**src/rtl/piso_pkg.sv**
```systemverilog
// Shared types and constants for the piso_tx serializer.
// The PAR state exists only when PISO_TX_PARITY_EN is defined.
package piso_pkg;

    localparam int unsigned DefaultWidth = 8;

    typedef enum logic [1:0] {
        StIdle  = 2'd0,
        StShift = 2'd1,
`ifdef PISO_TX_PARITY_EN
        StPar   = 2'd2,
`endif
        StDone  = 2'd3
    } piso_state_e;

endpackage

```
**src/rtl/piso_bit_counter.sv**
```systemverilog
// Bit-position counter for piso_tx: counts 0..WIDTH-1 while enabled and flags
// the last position with tc.
module piso_bit_counter
    import piso_pkg::*;
#(
    parameter int unsigned WIDTH = DefaultWidth
) (
    input  logic clk,
    input  logic rst,
    input  logic clear,
    input  logic enable,
    output logic tc
);

    localparam int unsigned CntW = (WIDTH > 1) ? $clog2(WIDTH) : 1;

    logic [CntW-1:0] cnt_q, cnt_d;

    assign tc = (cnt_q == CntW'(WIDTH - 1));

    always_comb begin
        cnt_d = cnt_q;
        if (clear) begin
            cnt_d = '0;
        end else if (enable) begin
            cnt_d = tc ? '0 : cnt_q + 1'b1;
        end
    end

    always_ff @(posedge clk or negedge rst) begin
        if (!rst) begin
            cnt_q <= '0;
        end else begin
            cnt_q <= cnt_d;
        end
    end

endmodule

```
**src/rtl/piso_tx.sv**
```systemverilog
// Parallel-in serial-out transmitter, MSB first, with a one-cycle done pulse.
// Define PISO_TX_PARITY_EN to append an even-parity bit after the LSB.
module piso_tx
    import piso_pkg::*;
#(
    parameter int unsigned WIDTH = DefaultWidth
) (
    input  logic             clk,
    input  logic             rst,
    input  logic             load,
    input  logic [WIDTH-1:0] data_in,
    output logic             ready,
    output logic             sdata,
    output logic             svalid,
    output logic             done
);

    piso_state_e      state_q, state_d;
    logic [WIDTH-1:0] shift_q, shift_d;
    logic             cnt_clear;
    logic             cnt_en;
    logic             cnt_tc;

`ifdef PISO_TX_PARITY_EN
    logic parity_q, parity_d;
`endif

    piso_bit_counter #(
        .WIDTH (WIDTH)
    ) u_bit_counter (
        .clk    (clk),
        .rst    (rst),
        .clear  (cnt_clear),
        .enable (cnt_en),
        .tc     (cnt_tc)
    );

    always_comb begin
        state_d   = state_q;
        shift_d   = shift_q;
        ready     = 1'b0;
        sdata     = 1'b0;
        svalid    = 1'b0;
        done      = 1'b0;
        cnt_clear = 1'b0;
        cnt_en    = 1'b0;
`ifdef PISO_TX_PARITY_EN
        parity_d  = parity_q;
`endif

        unique case (state_q)
            StIdle: begin
                ready     = 1'b1;
                cnt_clear = 1'b1;
                if (load) begin
                    shift_d = data_in;
                    state_d = StShift;
`ifdef PISO_TX_PARITY_EN
                    parity_d = ^data_in;
`endif
                end
            end
            StShift: begin
                svalid  = 1'b1;
                sdata   = shift_q[WIDTH-1];
                cnt_en  = 1'b1;
                shift_d = {shift_q[WIDTH-2:0], 1'b0};
                if (cnt_tc) begin
`ifdef PISO_TX_PARITY_EN
                    state_d = StPar;
`else
                    state_d = StDone;
`endif
                end
            end
`ifdef PISO_TX_PARITY_EN
            StPar: begin
                svalid  = 1'b1;
                sdata   = parity_q;
                state_d = StDone;
            end
`endif
            StDone: begin
                done    = 1'b1;
                state_d = StIdle;
            end
            default: begin
                state_d = StIdle;
            end
        endcase
    end

    always_ff @(posedge clk or negedge rst) begin
        if (!rst) begin
            state_q <= StIdle;
            shift_q <= '0;
        end else begin
            state_q <= state_d;
            shift_q <= shift_d;
        end
    end

`ifdef PISO_TX_PARITY_EN
    always_ff @(posedge clk or negedge rst) begin
        if (!rst) begin
            parity_q <= 1'b0;
        end else begin
            parity_q <= parity_d;
        end
    end
`endif

endmodule

```
**config.mk**
```make
export PLATFORM = sky130hd
export DESIGN_NAME = piso_tx
export DESIGN_NICKNAME = d
export VERILOG_FILES = /design/src/rtl/piso_pkg.sv /design/src/rtl/piso_bit_counter.sv /design/src/rtl/piso_tx.sv
export SDC_FILE = /design/constraint.sdc
export NUM_CORES = 1
export LEC_CHECK = 0
export CAP_MARGIN = 10
export CORE_AREA = 2 2 39 41
export DETAILED_ROUTE_END_ITERATION = 10
export DIE_AREA = 0 0 41 43
export MAX_ROUTING_LAYER = met4
export PLACE_DENSITY = 0.73
export SLEW_MARGIN = 15
export SYNTH_ARGS = -nofsm -noshare
export SYNTH_HDL_FRONTEND = slang
export SYNTH_HIERARCHICAL = 1
export SYNTH_SLANG_ARGS = --single-unit
```
**constraint.sdc**
```tcl
create_clock -name clk -period 2.15 [get_ports clk]
set_input_delay 0.43 -clock clk [delete_from_list [all_inputs] [get_ports clk]]
set_output_delay 0.43 -clock clk [all_outputs]
set_load 0.005 [all_outputs]
```
# Yosys cells after proc, flatten, opt, wreduce, memory -nomap -nowiden
# Cells that the tools add are included.
totals:
  ff_bits: 13
  out_inout_bits: 4
  rom_bits: 0
  latch_bits: 0
  memories: 0
  ramBits: 0
classes:
  mul: 0
  order_cmp: 0
  shifts: 0
  muxes: 12
  div: 0
  n_bitwise: 0
  reduce_logical: 5
  n_eq_ne: 5
  n_addsub: 1
ops:
  columns: ["op", "n"]
  rows:
  - ["8-bit one-hot mux with 2 select lines", 1]
  - ["3-bit two-way mux", 3]
  - ["8-bit two-way mux", 1]
  - ["1-bit two-way mux", 4]
  - ["2-bit two-way mux", 2]
  - ["2-bit one-hot mux with 2 select lines", 1]
  - ["2-bit AND reduction", 2]
  - ["2-bit nonzero test", 2]
  - ["3-bit by 1-bit adder with 3-bit output (second input constant)", 1]
  - ["3-bit == test (second input constant)", 1]
  - ["2-bit by 1-bit == test with 1-bit output (second input constant)", 1]
  - ["2-bit == test (second input constant)", 1]
  - ["2-bit zero test", 1]
  - ["2-bit by 1-bit inequality test with 1-bit output (second input constant)", 1]
  - ["2-bit inequality test (second input constant)", 1]

# Longest topological paths before layout
# Gate-level depths: netlist of the first run.
logic_depth:
  ltp_word: 4
  mapped_depth: 5
  depth_no_buf: 4

# Cells and area by module
# Netlist of the first run, hierarchy kept.
modules_own_cells:
  columns: ["mod", "cells_per_inst", "area_per_inst_um2", "seq_area_each_um2", "n_inst"]
  rows:
  - ["piso_tx", 46, 464.2, 250.2, 1]
  - ["piso_bit_counter", 12, 151.4, 75.1, 1]

# Least setup slack after synthesis of the first run
# No wires, ideal clock.
synth_timing:
  path_type: "reg-to-reg"
  startpoint: "reg state_q[1]"
  endpoint: "reg u_bit_counter.cnt_q[0]"
  synth_period_minus_slack_ns: 1.350
  arrival_time_ns: 1.277
  setup_slack_ns: 0.800
  t_required_ns: 2.077
  stages_incl_launch_ff: 6
  path_cell_list: "dfrtp_1 > nand2b_1 > buf_6 > inv_1 > or3b_1 > a21oi_2"
synth_between:
  elab_chain_len: 3
  elab_cells_between_ends: 6
synth_lines:
  columns: ["item", "line", "rtl"]
  rows:
  - ["from (decl)", "piso_tx.sv:18", "piso_state_e state_q, state_d;"]
  - ["from (signal assigned)", "piso_tx.sv:95", "state_q <= StIdle;"]
  - ["from (signal assigned)", "piso_tx.sv:98", "state_q <= state_d;"]
  - ["2-bit by 1-bit == test with 1-bit output", null, null]
  - ["1-bit two-way mux", null, null]
  - ["named net svalid", "piso_tx.sv:14", "output logic svalid,"]
  - ["2-bit nonzero test (no source line)", null, null]
  - ["to (signal assigned)", "piso_bit_counter.sv:34", "cnt_q <= cnt_d;"]
  - ["to (decl)", "piso_bit_counter.sv:17", "logic [CntW-1:0] cnt_q, cnt_d;"]
# The timed path passes the listed nets, and every way through them passes these cells.
# A chain may end at the register's enable or synchronous reset.

# Final worst setup path of the first run
layout_timing:
  startpoint: "reg state_q[1]"
  endpoint: "out sdata"
layout_between:
  elab_chain_len: 2
layout_lines:
  columns: ["item", "line", "rtl"]
  rows:
  - ["2-bit by 1-bit == test with 1-bit output", "piso_tx.sv:51", "unique case (state_q)"]
  - ["1-bit two-way mux", "piso_tx.sv:51", null]
  - ["to (decl)", "piso_tx.sv:13", "output logic sdata,"]
# Every way passes these cells.

==> results of run 1 <==
## kinds of logic after synthesis
family / after synthesis / share of synthesized area, %
adders and majority gates: 2 / 4.06
AOI/OAI and AO/OA: 22 / 22.0
buffers and inverters: 5 / 5.49
muxes: 2 / 3.25
and+or+nand+nor: 14 / 12.4
DFF: 13 / 52.8
## what timing repair did
action / CTS / global route
endpoints found under the hold margin: 0 / 0
resized for setup: 0 / 2
setup endpoints to repair: 0 / 1
## report_power, final
part / leakage [nW] / total (mW) / switching, mW / internal [mW]
sequential: 0.159 / 0.445 / 0.0853 / 0.360
clock: 0.0150 / 0.152 / 0.0803 / 0.0719
combinational: 0.180 / 0.532 / 0.249 / 0.283
## metal layers
layer / wire length [microns] / track usage, % / up-vias
li1: - / - / 253
met2: 523 / 19.7 / 15
met3: 71 / 4.71 / 4
met1: 592 / 26.4 / 248
met5: 0 / - / -
met4: 33 / 10.0 / 0
## critical path, delay by kind of cell (launching register included)
kind                   cells  cell delay, ps
buffers and inverters      2             710
DFF                        1             420
and+or+nand+nor            1             200
## cells in the final DEF (no fill, tap or decap), drive strengths merged
| cell | netlist | layout |
|---|---|---|
| or3b | 1 | 1 |
| and3 | 2 | 2 |
| dfrtp | 13 | 13 |
| a21oi | 7 | 7 |
| inv | 3 | 3 |
| buf | 2 | 1 |
| mux2i | 2 | 2 |
| nand2 | 1 | 1 |
| nor2 | 6 | 6 |
| clkdlybuf4s50 | 0 | 14 |
| ha | 2 | 2 |
| nand3b | 1 | 1 |
| o221a | 1 | 1 |
| o22ai | 12 | 12 |
| o21ai | 2 | 2 |
| nand2b | 3 | 3 |
| clkbuf | 0 | 4 |
## area by class of cell
class	instances	share of cell area, %
clock buffers	4	3.33
inverters	3	1.43
multi-input cells	40	32.8
flip-flops and latches	13	41.2
well taps	16	2.54
repair buffers	15	18.7
## synthesized netlist by cell type (2+ instances only)
library cell	n	share of area (%)
nand2b_1	2	2.0
inv_1	3	1.8
buf_6	2	3.7
o21ai_0	2	1.6
o22ai_1	12	12
ha_1	2	4.1
and3_1	2	2.0
mux2i_1	2	3.3
a21oi_1	6	4.9
nor2_1	6	3.7
dfrtp_1	13	53
## metrics by stage
| step | instances | worst slack [ps] | hold WS (ps) |
|---|---|---|---|
| CTS | 91 | 9.90 | 535 |
| global placement | 87 | 350 | 501 |
| finish | 91 | 119 | 519 |
| detailed placement | 87 | 325 | 518 |
| floorplan | 58 | 800 | 134 |
| global route | 91 | 44.3 | 563 |
## worst paths after layout
kind / start / endpoint / slack [ps] / depth (start not counted)
worst max register to register: u_bit_counter/cnt_q[0] / u_bit_counter/cnt_q[0] / 780 / 4
min in group clk: u_bit_counter/cnt_q[1] / u_bit_counter/cnt_q[1] / 540 / 2
worst max-delay path: state_q[1] / sdata / 120 / 3
worst min-delay path: rst / shift_q[0] / 520 / 1
worst min register to register: u_bit_counter/cnt_q[1] / u_bit_counter/cnt_q[1] / 540 / 2
max in group asynchronous: rst / shift_q[4] / 1250 / 1
## registers in the layout (all words and copies together) (netlist names)
name	flops
u_bit_counter/cnt_q	3
state_q	2
shift_q	8
==> flow_summary.ini, run 1 <==
[outcome]
outcome = completed

[place]
hpwl_microns = 861
portBuffers = 14
gp_congestion = 0.796
place_area_sq_um = 761

[routing]
vias_per_cell = 5.71
firstDrtPassIters = 4
post-route-drc-count = 0
num_vias = 520
drt_iter0_drc = 8
wl_microns = 1220
avgRoutedWirePerCell_microns = 13.4
final_antenna_net_count = 0

[cts]
clkTransAtPathRegs_ps = 80
cts_setup_buffers = 0
cts_tree = yes
numClockSinks = 13
clock_path_buffers = 2
htree_levels = 1
hold_buffers = 0
ctsRootBufferMaster = clkbuf_4
cts_buffers = 3
insertion_delay_ps = 270

[power]
irDropWorstVdd_v = 0.000669
power_density_nw_per_um2 = 1430
finalPower_mw = 1.13
total_leakage_power_nw = 0.353

[worst_setup_path]
cpPeakStageDelay_ps = 490
critPathMaxFanout = 9
cp-end-kind = primary output
arrival_ps = 1600
path_class = flop to primary output
cp-start-kind = flop
worstPathRequired_ps = 1720
path_cells = inv_1 -> and3_1 -> clkdlybuf4s50_1
slowest_stage = clkdlybuf4s50_1

[sta]
tns_ps = 0
setup_viol = 0
slew_headroom_pct = 61.3
rsz0062_at_grt = no
min_period_over_period_pct = 94.4
finalHoldViolCount = 0
worst_pin_slew_ps = 578
period_minus_slack_ps = 2030
fmaxAchievable_ghz = 0.492
drv_slew = 0
finClkSkew_ps = 2.10

[final_layout]
antenna_cells = 0
num-fill-cells = 136
drive_gt1_share_pct = 10.7
syn_to_final_growth_pct = 28.3
fin_area_sq_um = 790
register_area_sq_um = 325
final_util_pct = 57.1
multi_input_area_sq_um = 259
fin_nets = 89

[floorplanning]
core_sq_um = 1380
initial_utilization_pct = 44.5
die_h_microns = 43
dieArea_sq_um = 1760
rows = 14
ios = 15
die_w_microns = 41

[yosys]
yosysUniqueCellTypes = 17
synth_seq_cells = 13
syn_avg_cell_area_sq_um = 10.6
synth_area_sq_um = 616
synth_warnings = 6
synth_nets = 71
synth_cells = 58
synth-main-ff-cell = dfrtp_1
synth-seq-area-share_pct = 52.8
synthArstFlopShare_pct = 100
synth_enable_flop_cells = 0

[global_routing]
grt_max_degree = 14
grt-ovfl-total = 0
grt_pass1_wl_microns = 1950
antenna_found_initial = 0
grt_pass1_vias = 428
track_usage_pct = 17.2

[job]
drv_cap = 0

[min_path]
min_path_type = primary input to asynchronous set/reset pin
No activity file was read; power rests on OpenSTA's default activity.
==> run 2, diff against run 1 <==
- CAP_MARGIN: 10 -> unset
==> results of run 2 <==
Final layout, timing and power as in run 1 (identical DEF).
